## config.mk

```make
export PLATFORM = sky130hd
export DESIGN_NAME = fifo_level
export DESIGN_NICKNAME = d
export VERILOG_FILES = /design/src/rtl/fifo_pkg.sv /design/src/rtl/fifo_mem.sv /design/src/rtl/fifo_level.sv
export SDC_FILE = /design/constraint.sdc
export NUM_CORES = 1
export LEC_CHECK = 0
export CAP_MARGIN = 0
export CELL_PAD_IN_SITES_DETAIL_PLACEMENT = 1
export CELL_PAD_IN_SITES_GLOBAL_PLACEMENT = 1
export CORE_MARGIN = 2
export CORE_UTILIZATION = 48
export DETAILED_ROUTE_END_ITERATION = 6
export GPL_ROUTABILITY_DRIVEN = 0
export PLACE_DENSITY = 0.85
export SLEW_MARGIN = 20
export SYNTH_ARGS = -nofsm -noshare
export SYNTH_HDL_FRONTEND = slang
export SYNTH_SLANG_ARGS = --single-unit
export TNS_END_PERCENT = 100
```

## constraint.sdc

```tcl
create_clock -name clk -period 3.5 [get_ports clk]
set_clock_uncertainty 0.1 [all_clocks]
set_input_delay 0.35 -clock clk [delete_from_list [all_inputs] [get_ports clk]]
set_output_delay 0.35 -clock clk [all_outputs]
set_load 0.01 [all_outputs]
```

## src/rtl/fifo_pkg.sv

```systemverilog
// Shared sizing helpers for the level-tracking FIFO.
// Latency: n/a (elaboration-time functions only).
// Backpressure: n/a.
package fifo_pkg;

  // Number of entries addressed by an addr_width-bit pointer.
  function automatic int fifo_depth(input int addr_width);
    return 1 << addr_width;
  endfunction

  // Occupancy needs one extra bit so that a completely full FIFO is representable.
  function automatic int level_width(input int addr_width);
    return addr_width + 1;
  endfunction

  // Thresholds must sit inside the occupancy range for the flags to ever toggle.
  function automatic bit thresh_legal(input int depth, input int afull, input int aempty);
    return (afull >= 1) && (afull <= depth) && (aempty >= 0) && (aempty <= depth - 1);
  endfunction

endpackage

```

## src/rtl/fifo_mem.sv

```systemverilog
// Register-array storage for fifo_level: one write port, one async read port.
// Latency: write lands on the clock edge; read data is combinational from r_addr.
// Backpressure: none; the controller decides when we is asserted.
module fifo_mem #(
  parameter int ADDR_WIDTH = 3,
  parameter int DATA_WIDTH = 8
) (
  input  logic                  clk,
  input  logic                  we,
  input  logic [ADDR_WIDTH-1:0] w_addr,
  input  logic [DATA_WIDTH-1:0] w_data,
  input  logic [ADDR_WIDTH-1:0] r_addr,
  output logic [DATA_WIDTH-1:0] r_data
);

  logic [DATA_WIDTH-1:0] mem [2**ADDR_WIDTH];

  // Store the write word; contents are deliberately never cleared.
  always_ff @(posedge clk) begin
    if (we) mem[w_addr] <= w_data;
  end

  assign r_data = mem[r_addr];

endmodule

```

## src/rtl/fifo_level.sv

```systemverilog
// Single-clock FIFO with occupancy, almost-full/empty thresholds, flush and sticky error flags.
// Latency: 1 cycle write-to-visible; FIFO_FWFT_EN selects head-presented read data, else registered pop data.
// Backpressure: full rejects writes unless a read is accepted in the same cycle; flags come from registered level only.
module fifo_level
  import fifo_pkg::*;
#(
  parameter int ADDR_WIDTH    = 3,
  parameter int DATA_WIDTH    = 8,
  parameter int AFULL_THRESH  = fifo_depth(ADDR_WIDTH) - 1,
  parameter int AEMPTY_THRESH = 1
) (
  input  logic                  clk,
  input  logic                  reset,
  input  logic                  flush,
  input  logic                  wr,
  input  logic [DATA_WIDTH-1:0] w_data,
  input  logic                  rd,
  output logic [DATA_WIDTH-1:0] r_data,
  output logic                  full,
  output logic                  empty,
  output logic                  almost_full,
  output logic                  almost_empty,
  output logic [ADDR_WIDTH:0]   level,
  output logic                  overflow,
  output logic                  underflow
);

  localparam int DEPTH = fifo_depth(ADDR_WIDTH);
  localparam int LW    = level_width(ADDR_WIDTH);

  typedef logic [LW-1:0] level_t;

  if (!thresh_legal(DEPTH, AFULL_THRESH, AEMPTY_THRESH)) begin : g_bad_thresh
    $error("fifo_level: AFULL_THRESH/AEMPTY_THRESH outside legal range");
  end

  logic [ADDR_WIDTH-1:0] w_ptr, r_ptr;
  level_t                level_q;
  logic                  ovf_q, udf_q;
  logic                  wr_ok, rd_ok;
  logic [DATA_WIDTH-1:0] head_data;

  // A pop frees a slot, so a full FIFO still accepts a write alongside a read.
  assign rd_ok = rd && !empty;
  assign wr_ok = wr && (!full || rd_ok);

  fifo_mem #(
    .ADDR_WIDTH (ADDR_WIDTH),
    .DATA_WIDTH (DATA_WIDTH)
  ) u_mem (
    .clk    (clk),
    .we     (!reset && !flush && wr_ok),
    .w_addr (w_ptr),
    .w_data (w_data),
    .r_addr (r_ptr),
    .r_data (head_data)
  );

  // Pointers, occupancy and sticky errors; reset beats flush beats traffic.
  always_ff @(posedge clk) begin
    if (reset || flush) begin
      w_ptr   <= '0;
      r_ptr   <= '0;
      level_q <= '0;
      ovf_q   <= 1'b0;
      udf_q   <= 1'b0;
    end else begin
      if (wr_ok) w_ptr <= w_ptr + ADDR_WIDTH'(1);
      if (rd_ok) r_ptr <= r_ptr + ADDR_WIDTH'(1);
      if (wr_ok && !rd_ok)      level_q <= level_q + level_t'(1);
      else if (rd_ok && !wr_ok) level_q <= level_q - level_t'(1);
      if (wr && !wr_ok) ovf_q <= 1'b1;
      if (rd && !rd_ok) udf_q <= 1'b1;
    end
  end

  assign level        = level_q;
  assign full         = (level_q == level_t'(DEPTH));
  assign empty        = (level_q == '0);
  assign almost_full  = (level_q >= level_t'(AFULL_THRESH));
  assign almost_empty = (level_q <= level_t'(AEMPTY_THRESH));
  assign overflow     = ovf_q;
  assign underflow    = udf_q;

`ifdef FIFO_FWFT_EN
  // Head entry is shown directly; forced to zero while empty so reset reads back 0.
  assign r_data = empty ? '0 : head_data;
`else
  logic [DATA_WIDTH-1:0] r_q;

  // Capture the head on an accepted pop and hold it otherwise (flush leaves it alone).
  always_ff @(posedge clk) begin
    if (reset)               r_q <= '0;
    else if (!flush && rd_ok) r_q <= head_data;
  end

  assign r_data = r_q;
`endif

endmodule

```

# Word level (Yosys, flattened, before mapping)
# Memory sizes are Yosys's and may differ from the RTL's. A register that Yosys moved wholly into a read port is not among the register bits.
# Cells that the tools add are included.
# word_totals
mem_bits_rw,64
register_bits,12
elab_cells,36
out_inout_bits,18
n_memories,1
# op_classes
n_lt_le_gt_ge,2
add_sub_neg,4
n_mux,4
eq_ne,1
reduce_logical,19
# mem_list
name,words,width,read_ports,rd_ports_with_merged_regs,write_ports,line_no,rtl
u_mem.mem,8,8,1,1,1,fifo_mem.sv:16,logic [DATA_WIDTH-1:0] mem [2**ADDR_WIDTH];
# op_table
operator,count
1-bit logical AND,9
4-bit 2-to-1 mux,2
3-bit by 1-bit adder with 3-bit output (second input constant),2
1-bit zero test,6
4-bit by 1-bit adder with 4-bit output (second input constant),1
4-bit == test (second input constant),1
4-bit by 3-bit greater-or-equal comparator with 1-bit output (second input constant),1
4-bit by 1-bit less-or-equal comparator with 1-bit output (second input constant),1
4-bit zero test,1
4-bit by 1-bit subtractor with 4-bit output (second input constant),1
1-bit logical OR,2
1-bit 2-to-1 mux,2
2-bit nonzero test,1

# Depth between registers and ports, before layout
# Gate-level depths: netlist of the first run.
# depth
depth_word,9
ltp_mapped,10
ltp_nobuf,10

# Hierarchy
# A second synthesis of the first run with hierarchy kept.
# hier_totals
hier_cells,218
area_unflattened_um2,3559.7
# modules_own_cells
module,area_per_inst_um2,cells_each,seq_area_each_um2,instances
fifo_mem,2531.2,106,1921.8,1
fifo_level,1028.5,112,400.4,1

# Least setup slack after synthesis of the first run
# OpenSTA, ideal clock, no wires.
# synth_timing
path_kind,register to register
startpoint,reg level_q[0] (netlist: level[0])
endpoint,"mem u_mem.mem[0][0], enable pin"
required_time_ns,3.017
arrival_time_ns,2.024
slack_ns,0.992
stages_incl_launch_ff,7
synth_period_minus_slack_ns,2.508
cell_sequence,dfxtp_1 -> inv_1 -> ha_1 -> nand3b_1 -> o21ai_0 -> or3_1 -> nor3_1
# synth_between
elab_chain_len,8
# synth_rtl
element,line_no,rtl
"start, declared",fifo_level.sv:38,level_t level_q;
"start signal, assigned",fifo_level.sv:70,if (wr_ok && !rd_ok) level_q <= level_q + level_t'(1);
"start signal, assigned",fifo_level.sv:71,else if (rd_ok && !wr_ok) level_q <= level_q - level_t'(1);
4-bit zero test,fifo_level.sv:79,assign empty = (level_q == '0);
1-bit zero test,fifo_level.sv:44,assign rd_ok = rd && !empty;
1-bit logical AND,fifo_level.sv:44,
1-bit logical OR *,fifo_level.sv:45,assign wr_ok = wr && (!full || rd_ok);
1-bit logical AND *,fifo_level.sv:45,
1-bit logical AND *,fifo_level.sv:52,".we (!reset && !flush && wr_ok),"
1-bit 2-to-1 mux *,fifo_mem.sv:20,if (we) mem[w_addr] <= w_data;
1-bit 2-to-1 mux (implied by the code) *,fifo_mem.sv:20,
"end, declared",fifo_mem.sv:16,
# Mark *: on every way between the ends. The rest lies on a longest branch, timed or not.

# Final worst setup path of the first run
# layout_timing
startpoint,reg level_q[0] (netlist: level[0])
endpoint,"mem u_mem.mem[1][6], enable pin"
# The elaborated chain is that of the path after synthesis.

==> metrics.csv, run 1 <==
stage,metric,value,unit
drt,Routed WL per cell,20.58,um
place,Port Buffers,30,
clocking,Clock Latency Late Sink,0.34,ns
clocking,clock slew at reported path FFs,0.08,ns
power_and_ir_drop,Lkg Pwr,1.373,nW
global_routing,GRT Util Overall,0.1999,
drt,DRC viols,0,
setup_path,type of destination of the critical path,flip-flop,
synth,mux contribution to synthesized area,0.1474,
clocking,Sink Count,84,
setup_path,"CP delay by family, top",simple AND/OR/NAND/NOR gates,
floorplan,die area,7725,um2
clocking,CTS root buf,clkbuf_8,
global_routing,largest net degree at the start of global routing,19,
synth,"Distinct cells, synth",31,
synth,area share of and/or/nand/nor cells after synthesis,0.05481,
timing,fin crit period,2.661,ns
setup_path,startpoint types,flip-flop,
floorplan,total core area,6794,um2
clocking,H-tree Lvls,3,
setup_path,worst endpoint data arrival time,2.53,ns
place,DPL Wire Length,4871,um
synth,Synth warnings,0,
timing,"Hold Vio Cnt, Final",0,
floorplan,chip width,87.89,um
final_layout,area grow syn2layout,19.78,%
drt,initial drt markers,101,
flow_run,MaxCap Viol Count,0,
drt,final wirelength,6996,um
clocking,TritonCTS buffer count,9,
min_path,HP Class,flip-flop to flip-flop,
synth,"Cell Area, Synth",3378,um2
clocking,Post-CTS Repair Setup Buffers,0,
timing,Sum Neg Setup Slack,0,ns
drt,ANT nets after route,0,
clocking,hold-fix buffer count after cts,0,
global_routing,vias in the first global route,1937,
clocking,CTS tree,built,
synth,most frequent cell after synthesis,edfxtp_1,
synth,combinational family with the most area after synthesis,multiplexers,
synth,syn_nets,216,
final_layout,FF/Latch Area,2322,um2
synth,sequential cell area fraction in the yosys report,0.6874,
timing,Max Fclk,375.9,MHz
synth,top_reg_cell synth,edfxtp_1,
timing,Worst Hold Margin,0.3724,ns
setup_path,CP cell instances,inv_1 -> ha_1 -> nand3b_1 -> o21ai_0 -> or3_1 -> nor2_1,
synth,Post-Synth XOR/XNOR Area,0.01815,
synth,Post-synth EDFFs,64,
global_routing,total gr overflow,0,
final_layout,layout cells sized above 1,0.1639,
synth,Synth Area in Compound Gates,0.04222,
floorplan,Die Y,87.89,um
global_routing,first-pass GRT wire length,10800,um
timing,RSZ-0062 raised after global routing,false,
synth,Yosys reg bits,84,
setup_path,"slowest stage delay, CP",0.64,ns
setup_path,"Max stage delay cell, worst path",nor2_1,
global_routing,initial antenna violation count,0,
timing,Slew Limit Fails,0,
synth,ranking of synthesized cells by area,"edfxtp_1 (57%), dfxtp_1 (12%), mux4_1 (7.8%)",
clocking,CTS max path bufs,2,
floorplan,boundary pin count,31,
drt,Initial DRT Pass Iterations,4,
timing,slew margin rel.,0.4076,
drt,Vias,1810,
synth,Gate Count Post-Synth,196,
run_status,status,completed,
setup_path,Worst Path Max Fanout,8,
synth,leading cell types by count after synthesis,"edfxtp_1 (64), dfxtp_1 (20), nor2_1 (20)",
setup_path,Worst Path Required,3.37,ns
final_layout,antenna diode count,0,
synth,"area leader, netlist",edfxtp_1,
power_and_ir_drop,Power Density,522.7,nW/um2
synth,asr flop ratio synth,0,
synth,Syn Area/Cell,17.24,um2
timing,worst slew pin tran,0.8853,ns
clocking,CTS resizes,0,
final_layout,area of the multi-input gates,974.7,um2
synth,Synth top area share,0.5689,
power_and_ir_drop,maximum resistive drop on vdd,292.8,uV
drt,via/cell ratio,5.324,
synth,Synth Area in Adders,0.02593,
timing,Final setup viols,0,
final_layout,FILL cells,636,
floorplan,Initial Util,0.4972,
setup_path,critical path type,flip-flop to flip-flop,
setup_path,Crit path buffers/inverters,1,
floorplan,Site Rows,30,
final_layout,Nets,259,
timing,period utilization,0.7601,
final cells by class:
| cell class | instances | share of cell area |
|---|---|---|
| Sequential cell | 84 | 0.5739 |
| Multi-Input combinational cell | 99 | 0.2409 |
| Timing Repair Buffer | 39 | 0.09091 |
| Clock buffer | 10 | 0.03154 |
| Tap cell | 96 | 0.02968 |
| Clock inverter | 6 | 0.02752 |
| Inverter | 6 | 0.005566 |
cell families (layout without fill, tap and decap cells):
family,after synthesis,in the layout
simple gates,40,40
mux,25,25
compound gates,20,20
buf+inv,13,61
fa+ha+maj,7,7
flops,84,84
xor+xnor,7,7
registers in the layout (all words and copies together) (netlist names):
register   cells
r_ptr          3
level          4
r_data         8
overflow       1
underflow      1
w_ptr          3
u_mem.mem     64
worst register-to-register path, delay by kind of cell, from the launching register on:
| kind | cells | cell delay [ns] |
|---|---|---|
| compound gates | 1 | 0.16 |
| fa+ha+maj | 1 | 0.21 |
| buf+inv | 1 | 0.10 |
| flops | 1 | 0.47 |
| simple gates | 3 | 1.25 |
placed cells by master (no fill, tap or decap), drive strengths merged, types with 2 or more instances in the layout:
master	count
edfxtp	64
nor2	20
mux4	16
mux2	8
clkdlybuf4s50	30
nor3	3
xor2	5
nand2b	2
dfxtp	20
buf	9
bufinv	3
nand2	5
xnor2	2
or3	2
a21oi	7
clkbuf	10
inv	7
o21ai	2
nand3	3
a22o	8
ha	7
per-stage QoR:
stage	cells	cell area [um2]	util	total power (W)	worst slack [ns]
floorplan	196	3378	-	0.001236	0.9923
global placement	324	3807	0.5604	0.001318	0.8597
detailed placement	324	3807	0.5604	0.001325	0.6647
CTS	340	4046	0.5956	0.002130	0.7547
global route	340	4046	0.5956	0.002184	0.6399
finish	340	4046	0.5956	0.002115	0.8395
layer usage:
metal  GRT usage  routed length, um  vias to the layer above
li1            -                  -                      847
met1      0.2468               3027                      905
met2      0.3306               3530                       46
met3     0.05561                284                       12
met4     0.08951                153                        0
met5           0                  0                        -
final timing paths:
check,startpoint,endpoint,slack [ns],cells past startpoint
worst min-delay path,overflow$_SDFFE_PP0P_,overflow$_SDFFE_PP0P_,0.37,2
worst min register to register,overflow$_SDFFE_PP0P_,overflow$_SDFFE_PP0P_,0.37,2
worst max register to register,level[0]$_SDFFE_PP0P_,u_mem.mem[1][6]$_DFFE_PP_,0.84,6
worst max-delay path,level[0]$_SDFFE_PP0P_,u_mem.mem[1][6]$_DFFE_PP_,0.84,6
where the power goes:
part	switching [W]	total, W	leakage [nW]	internal (W)
combinational	0.0000938	0.000196	0.517	0.000102
clock	0.000339	0.000815	0.117	0.000476
sequential	0.0000180	0.00110	0.739	0.00109
Note: power is estimated with default switching activity, not from simulation.
==> run 2: changes to the inputs <==
--- a/config.mk
+++ b/config.mk
@@ -9,10 +9,10 @@
 export CELL_PAD_IN_SITES_DETAIL_PLACEMENT = 1
 export CELL_PAD_IN_SITES_GLOBAL_PLACEMENT = 1
 export CORE_MARGIN = 2
-export CORE_UTILIZATION = 48
+export CORE_UTILIZATION = 43
 export DETAILED_ROUTE_END_ITERATION = 6
 export GPL_ROUTABILITY_DRIVEN = 0
-export PLACE_DENSITY = 0.85
+export PLACE_DENSITY = 0.81
 export SLEW_MARGIN = 20
 export SYNTH_ARGS = -nofsm -noshare
 export SYNTH_HDL_FRONTEND = slang
==> constraint.sdc (replaced) <==
create_clock -name clk -period 2.3 [get_ports clk]
set_clock_uncertainty 0.1 [all_clocks]
set_input_delay 0.23 -clock clk [delete_from_list [all_inputs] [get_ports clk]]
set_output_delay 0.23 -clock clk [all_outputs]
set_load 0.01 [all_outputs]
==> run 2 against run 1 <==
Net effect: global-route usage fell by 2.1 points; utilization shrank 5.0 points; critical path depth grew 2; register-to-register slack lost 0.72 ns; sequential share of layout area fell by 2.0 points; sequential power increased by 52%; first-iteration DRC count is 7.9% lower; largest power group unchanged; highest routed layer unchanged.
==> metrics.csv, run 2 (synthesis gave the netlist of run 1 again) <==
stage,metric,value,unit
final_layout,post-route design area,4192,um2
final_layout,"commonest non-fill, non-tap cells in the layout","edfxtp_1 (64), clkdlybuf4s50_1 (29), buf_4 (22), nor2_1 (20), dfxtp_1 (19)",
setup_path,type of destination of the critical path,flip-flop,
clocking,CTS tree,built,
drt,DRC viols,0,
setup_path,startpoint types,flip-flop,
global_routing,GRT Util Overall,0.1791,
timing,slew margin rel.,0.6661,
final_layout,largest register by flop count,u_mem.mem,
clocking,Sink Count,84,
global_routing,largest net degree at the start of global routing,19,
setup_path,Worst Path Max Fanout,8,
drt,ANT nets after route,0,
place,placed standard-cell area,3966,um2
clocking,CTS max path bufs,2,
power_and_ir_drop,total power,0.003108,W
floorplan,chip width,92.64,um
final_layout,FILL cells,729,
clocking,Clock Latency Late Sink,0.36,ns
clocking,H-tree Lvls,3,
drt,final wirelength,6917,um
floorplan,Initial Util,0.4395,
timing,Max Fclk,458.8,MHz
min_path,Hold Path End,overflow$_SDFFE_PP0P_,
global_routing,first-pass GRT wire length,11030,um
setup_path,Worst Path Required,2.27,ns
floorplan,total core area,7687,um2
floorplan,boundary pin count,31,
drt,Initial DRT Pass Iterations,4,
global_routing,initial antenna violation count,0,
final_layout,antenna diode count,0,
final_layout,area grow syn2layout,24.07,%
timing,Worst Hold Margin,0.3761,ns
setup_path,reg2reg path depth,8,
drt,Routed WL per cell,19.06,um
power_and_ir_drop,maximum resistive drop on vdd,514.2,uV
clocking,CTS root buf,clkbuf_8,
drt,via/cell ratio,5.212,
timing,"Hold Vio Cnt, Final",0,
min_path,HP Class,flip-flop to flip-flop,
final_layout,Nets,276,
timing,period utilization,0.9476,
drt,initial drt markers,93,
final_layout,"commonest non-fill, non-tap cell in the layout",edfxtp_1,
setup_path,R2R Path Start,level[0]$_SDFFE_PP0P_,
setup_path,worst endpoint data arrival time,2.15,ns
place,DPL Wire Length,4888,um
global_routing,total gr overflow,0,
floorplan,die area,8581,um2
timing,RSZ-0062 raised after global routing,true,
floorplan,Site Rows,32,
timing,Final setup viols,0,
min_path,HP Start,overflow$_SDFFE_PP0P_,
flow_run,MaxCap Viol Count,0,
timing,fin crit period,2.179,ns
timing,Slew Limit Fails,0,
clocking,clock slew at reported path FFs,0.09,ns
place,Port Buffers,30,
run_status,status,completed,
power_and_ir_drop,Lkg Pwr,1.465,nW
setup_path,critical path type,flip-flop to flip-flop,
min_path,Hold Path Stages,2,
final_layout,fin util,0.5452,
final_layout,max reg flops,64,
global_routing,vias in the first global route,2027,
setup_path,reg2reg end,u_mem.mem[2][0]$_DFFE_PP_,
final_layout,layout cells sized above 1,0.2452,
clocking,TritonCTS buffer count,9,
floorplan,Die Y,92.64,um
timing,worst slew pin tran,0.5002,ns
setup_path,"reg-to-reg slack, setup",0.12,ns
power_and_ir_drop,Power Density,741.6,nW/um2
drt,Vias,1892,
-- run 2: area by class of cell --
cell class                 count  area [um2]  share of cell area
timing repair buffer          56       519.2              0.1239
tap                          102       127.6             0.03045
inverter                       6       22.52            0.005373
clock inverter                 7       80.08             0.01910
sequential                    84        2323              0.5543
clock buffer                   9       123.9             0.02955
multi-input combinational     99       994.7              0.2373
-- run 2: how the worst max path moves through the flow --
stage	from	end	slack, ns	cells after the start
after floorplan	level[1]$_SDFFE_PP0P_	level[3]$_SDFFE_PP0P_	0.04	9
after global placement	rd	u_mem.mem[3][4]$_DFFE_PP_	0.12	6
after detailed placement	rd	u_mem.mem[2][2]$_DFFE_PP_	0.06	6
after CTS	level[1]$_SDFFE_PP0P_	empty	0.06	6
after global routing	level[0]$_SDFFE_PP0P_	level[3]$_SDFFE_PP0P_	-0.01	10
final	level[0]$_SDFFE_PP0P_	u_mem.mem[2][0]$_DFFE_PP_	0.12	8
-- run 2: layer usage --
layer / part of all wire / vias up / global-route usage / wire length (um)
met2: 0.51 / 43 / 0.2932 / 3562
met1: 0.43 / 950 / 0.2303 / 2985
met4: 0.019 / 0 / 0.07475 / 134
met5: 0 / - / 0 / 0
met3: 0.034 / 12 / 0.04312 / 234
li1: - / 887 / - / -
-- run 2: repair_timing --
action | in CTS | in global routing
hold buffers | 0 | 0
setup endpoints to repair | 1 | 27
buffers inserted | 0 | 0
gates resized for setup | 1 | 8
pin swaps | 0 | 2
-- run 2: worst max-delay path, stage by stage (launching register included) --
cell	delay, ns
dfxtp_2	0.34
inv_1	0.05
ha_1	0.20
nand3b_1	0.18
o21ai_2	0.10
buf_4	0.14
or3_1	0.42
nor2_1	0.19
buf_6	0.18
-- run 2: power by group --
part	switching, W	internal (W)	leakage, nW	total, W
sequential	0.0000192	0.00165	0.739	0.00167
combinational	0.000162	0.000179	0.621	0.000342
clock	0.000573	0.000521	0.105	0.00109
total	0.000754	0.00235	1.47	0.00311
-- run 2: metrics by stage --
step	TNS (ns)	std cells	setup slack, ns
final	0	363	0.1206
after global routing	-0.03300	363	-0.009584
after CTS	0	363	0.05625
after detailed placement	0	347	0.05629
after global placement	0	347	0.1225
after floorplan	0	196	0.03601
==> run 3: changes to the inputs <==
--- a/config.mk
+++ b/config.mk
@@ -12,7 +12,9 @@
 export CORE_UTILIZATION = 43
 export DETAILED_ROUTE_END_ITERATION = 6
 export GPL_ROUTABILITY_DRIVEN = 0
+export MAX_ROUTING_LAYER = met4
 export PLACE_DENSITY = 0.81
+export REMOVE_ABC_BUFFERS = 1
 export SLEW_MARGIN = 20
 export SYNTH_ARGS = -nofsm -noshare
 export SYNTH_HDL_FRONTEND = slang
==> run 3 against run 2 <==
Net effect: cell area shrank 1.8%; register-to-register slack is essentially flat; utilization shrank 0.99 points; largest power group unchanged; via count shrank 2.1%; setup slack gained 0.0047 ns.
==> metrics.csv, run 3 (synthesis gave the netlist of run 1 again) <==
stage,metric,value,unit
run_status,status,completed,
final_layout,"commonest non-fill, non-tap cell in the layout",edfxtp_1,
drt,via/cell ratio,5.159,
timing,Slew Limit Fails,0,
timing,period utilization,0.9455,
global_routing,largest net degree at the start of global routing,17,
floorplan,boundary pin count,31,
setup_path,Critical Path Start,level[0]$_SDFFE_PP0P_,
setup_path,Worst Path Required,2.44,ns
global_routing,total gr overflow,0,
clocking,Clock Latency Late Sink,0.35,ns
clocking,Sink Count,84,
clocking,H-tree Lvls,3,
power_and_ir_drop,Clk pwr share,0.313,
setup_path,R2R Path Start,level[0]$_SDFFE_PP0P_,
power_and_ir_drop,maximum resistive drop on vdd,424.4,uV
drt,ANT nets after route,0,
power_and_ir_drop,Lkg Pwr,1.411,nW
final_layout,"commonest non-fill, non-tap cells in the layout","edfxtp_1 (64), clkdlybuf4s50_1 (29), buf_4 (21), nor2_1 (20), dfxtp_1 (20)",
drt,Initial DRT Pass Iterations,4,
setup_path,worst endpoint data arrival time,2.32,ns
floorplan,total core area,7687,um2
setup_path,"reg-to-reg slack, setup",0.13,ns
power_and_ir_drop,Reg power frac,0.568,
floorplan,die area,8581,um2
final_layout,max reg flops,64,
timing,Final setup viols,0,
setup_path,critical path type,flip-flop to flip-flop,
power_and_ir_drop,Power Density,715.0,nW/um2
final_layout,layout cells sized above 1,0.2296,
floorplan,Die Y,92.64,um
power_and_ir_drop,Net Sw Frac,0.2406,
final_layout,Nets,272,
timing,fin crit period,2.175,ns
drt,initial drt markers,84,
drt,DRC viols,0,
global_routing,first-pass GRT wire length,10720,um
setup_path,reg2reg path depth,10,
setup_path,worst setup path end,level[3]$_SDFFE_PP0P_,
final_layout,FILL cells,745,
timing,worst slew pin tran,0.5627,ns
global_routing,vias in the first global route,1968,
clocking,TritonCTS buffer count,9,
clocking,hold-fix buffer count after cts,0,
setup_path,reg2reg end,level[3]$_SDFFE_PP0P_,
timing,Max Fclk,459.8,MHz
setup_path,Worst Path Max Fanout,2,
place,Port Buffers,30,
clocking,CTS max path bufs,2,
drt,Vias,1852,
floorplan,Site Rows,32,
clocking,CTS root buf,clkbuf_8,
final_layout,largest register by flop count,u_mem.mem,
final_layout,post-route non-filler standard cell count,359,
min_path,HP Class,flip-flop to flip-flop,
timing,slew margin rel.,0.6244,
floorplan,Initial Util,0.4395,
clocking,CTS tree,built,
setup_path,type of destination of the critical path,flip-flop,
drt,Routed WL per cell,18.57,um
place,cell count after placement,343,
final_layout,area grow syn2layout,21.81,%
drt,final wirelength,6668,um
power_and_ir_drop,sw power,0.0007078,W
flow_run,MaxCap Viol Count,0,
timing,"Hold Vio Cnt, Final",0,
floorplan,chip width,92.64,um
setup_path,startpoint types,flip-flop,
clocking,clock slew at reported path FFs,0.08,ns
timing,Final WS setup,0.1253,ns
place,pre-CTS setup slack,0.04003,ns
global_routing,initial antenna violation count,0,
power_and_ir_drop,Pint,0.002235,W
global_routing,GRT Util Overall,0.1766,
power_and_ir_drop,Combinational Power Share,0.119,
final_layout,antenna diode count,0,
place,DPL Wire Length,4449,um
==> run 3: changes by cell type in the layout (fill, tap and decap cells not counted), sizes merged <==
cell | before | now
buf | 26 | 22
bufinv | 1 | 0
clkdlybuf4s15 | 1 | 0
clkinv | 1 | 3
clkinvlp | 0 | 2
dlygate4sd2 | 0 | 1
inv | 11 | 8
==> run 3: final cells by class <==
| class | count | area [um2] | share of cell area |
|---|---|---|---|
| multi-input combinational | 99 | 991.0 | 0.2408 |
| timing repair buffer | 52 | 476.7 | 0.1158 |
| tap | 102 | 127.6 | 0.03101 |
| clock inverter | 7 | 51.30 | 0.01247 |
| clock buffer | 9 | 123.9 | 0.03010 |
| inverter | 6 | 22.52 | 0.005473 |
| sequential | 84 | 2322 | 0.5643 |
==> run 3: per-stage QoR <==
| step | hold slack (ns) | power (W) | setup TNS [ns] | area (um2) | utilization |
|---|---|---|---|---|---|
| final | 0.3816 | 0.002942 | 0 | 4115 | 0.5353 |
| after global routing | 0.4213 | 0.003059 | -0.001667 | 4115 | 0.5353 |
| after CTS | 0.3845 | 0.002963 | 0 | 4101 | 0.5335 |
| after detailed placement | 0.3652 | 0.002045 | 0 | 3925 | 0.5106 |
| after global placement | 0.3529 | 0.002032 | 0 | 3925 | 0.5106 |
| after floorplan | 0.2289 | 0.001870 | -2.137 | 3319 | - |
==> run 3: power by group through the flow <==
stage,logic [W],clock network (W),registers [W]
3_5_place_dp,0.000339,0,0.00171
4_1_cts,0.000345,0.000947,0.00167
6_report,0.000351,0.000920,0.00167
2_1_floorplan,0.000149,0,0.00172
5_1_grt,0.000382,0.00100,0.00168
3_3_place_gp,0.000329,0,0.00170
==> run 3: metal layers <==
layer	vias to the layer above	routed length (um)	track usage
li1	876	-	-
met1	928	2925	0.2244
met2	41	3418	0.2871
met3	7	259	0.04394
met4	0	65	0.04779
met5	-	0	-
==> run 3: repair_timing <==
item	4_1_cts	5_1_grt
pin swaps	0	2
resized for setup	2	6
endpoints found under the setup margin	1	18
setup buffers	0	0
==> run 3: worst min path at each step <==
stage | start | slack (ns) | cells after the start | to
after CTS | underflow$_SDFFE_PP0P_ | 0.38 | 2 | underflow$_SDFFE_PP0P_
after detailed placement | underflow$_SDFFE_PP0P_ | 0.37 | 2 | underflow$_SDFFE_PP0P_
final | overflow$_SDFFE_PP0P_ | 0.38 | 2 | overflow$_SDFFE_PP0P_
after global placement | underflow$_SDFFE_PP0P_ | 0.35 | 2 | underflow$_SDFFE_PP0P_
after global routing | r_data[5]$_SDFFE_PP0P_ | 0.42 | 1 | r_data[5]$_SDFFE_PP0P_
after floorplan | w_data[0] | 0.23 | 0 | u_mem.mem[0][0]$_DFFE_PP_
==> run 3: worst max-delay path, stage by stage (launching register included) <==
cell and delay, ns:
dfxtp_1 0.32, inv_1 0.08, ha_2 0.19, nand3b_1 0.13, o21ai_2 0.18, inv_1 0.08, ha_1 0.21, or4_4 0.42
a21oi_2 0.16, xnor2_1 0.13, nor2_1 0.05
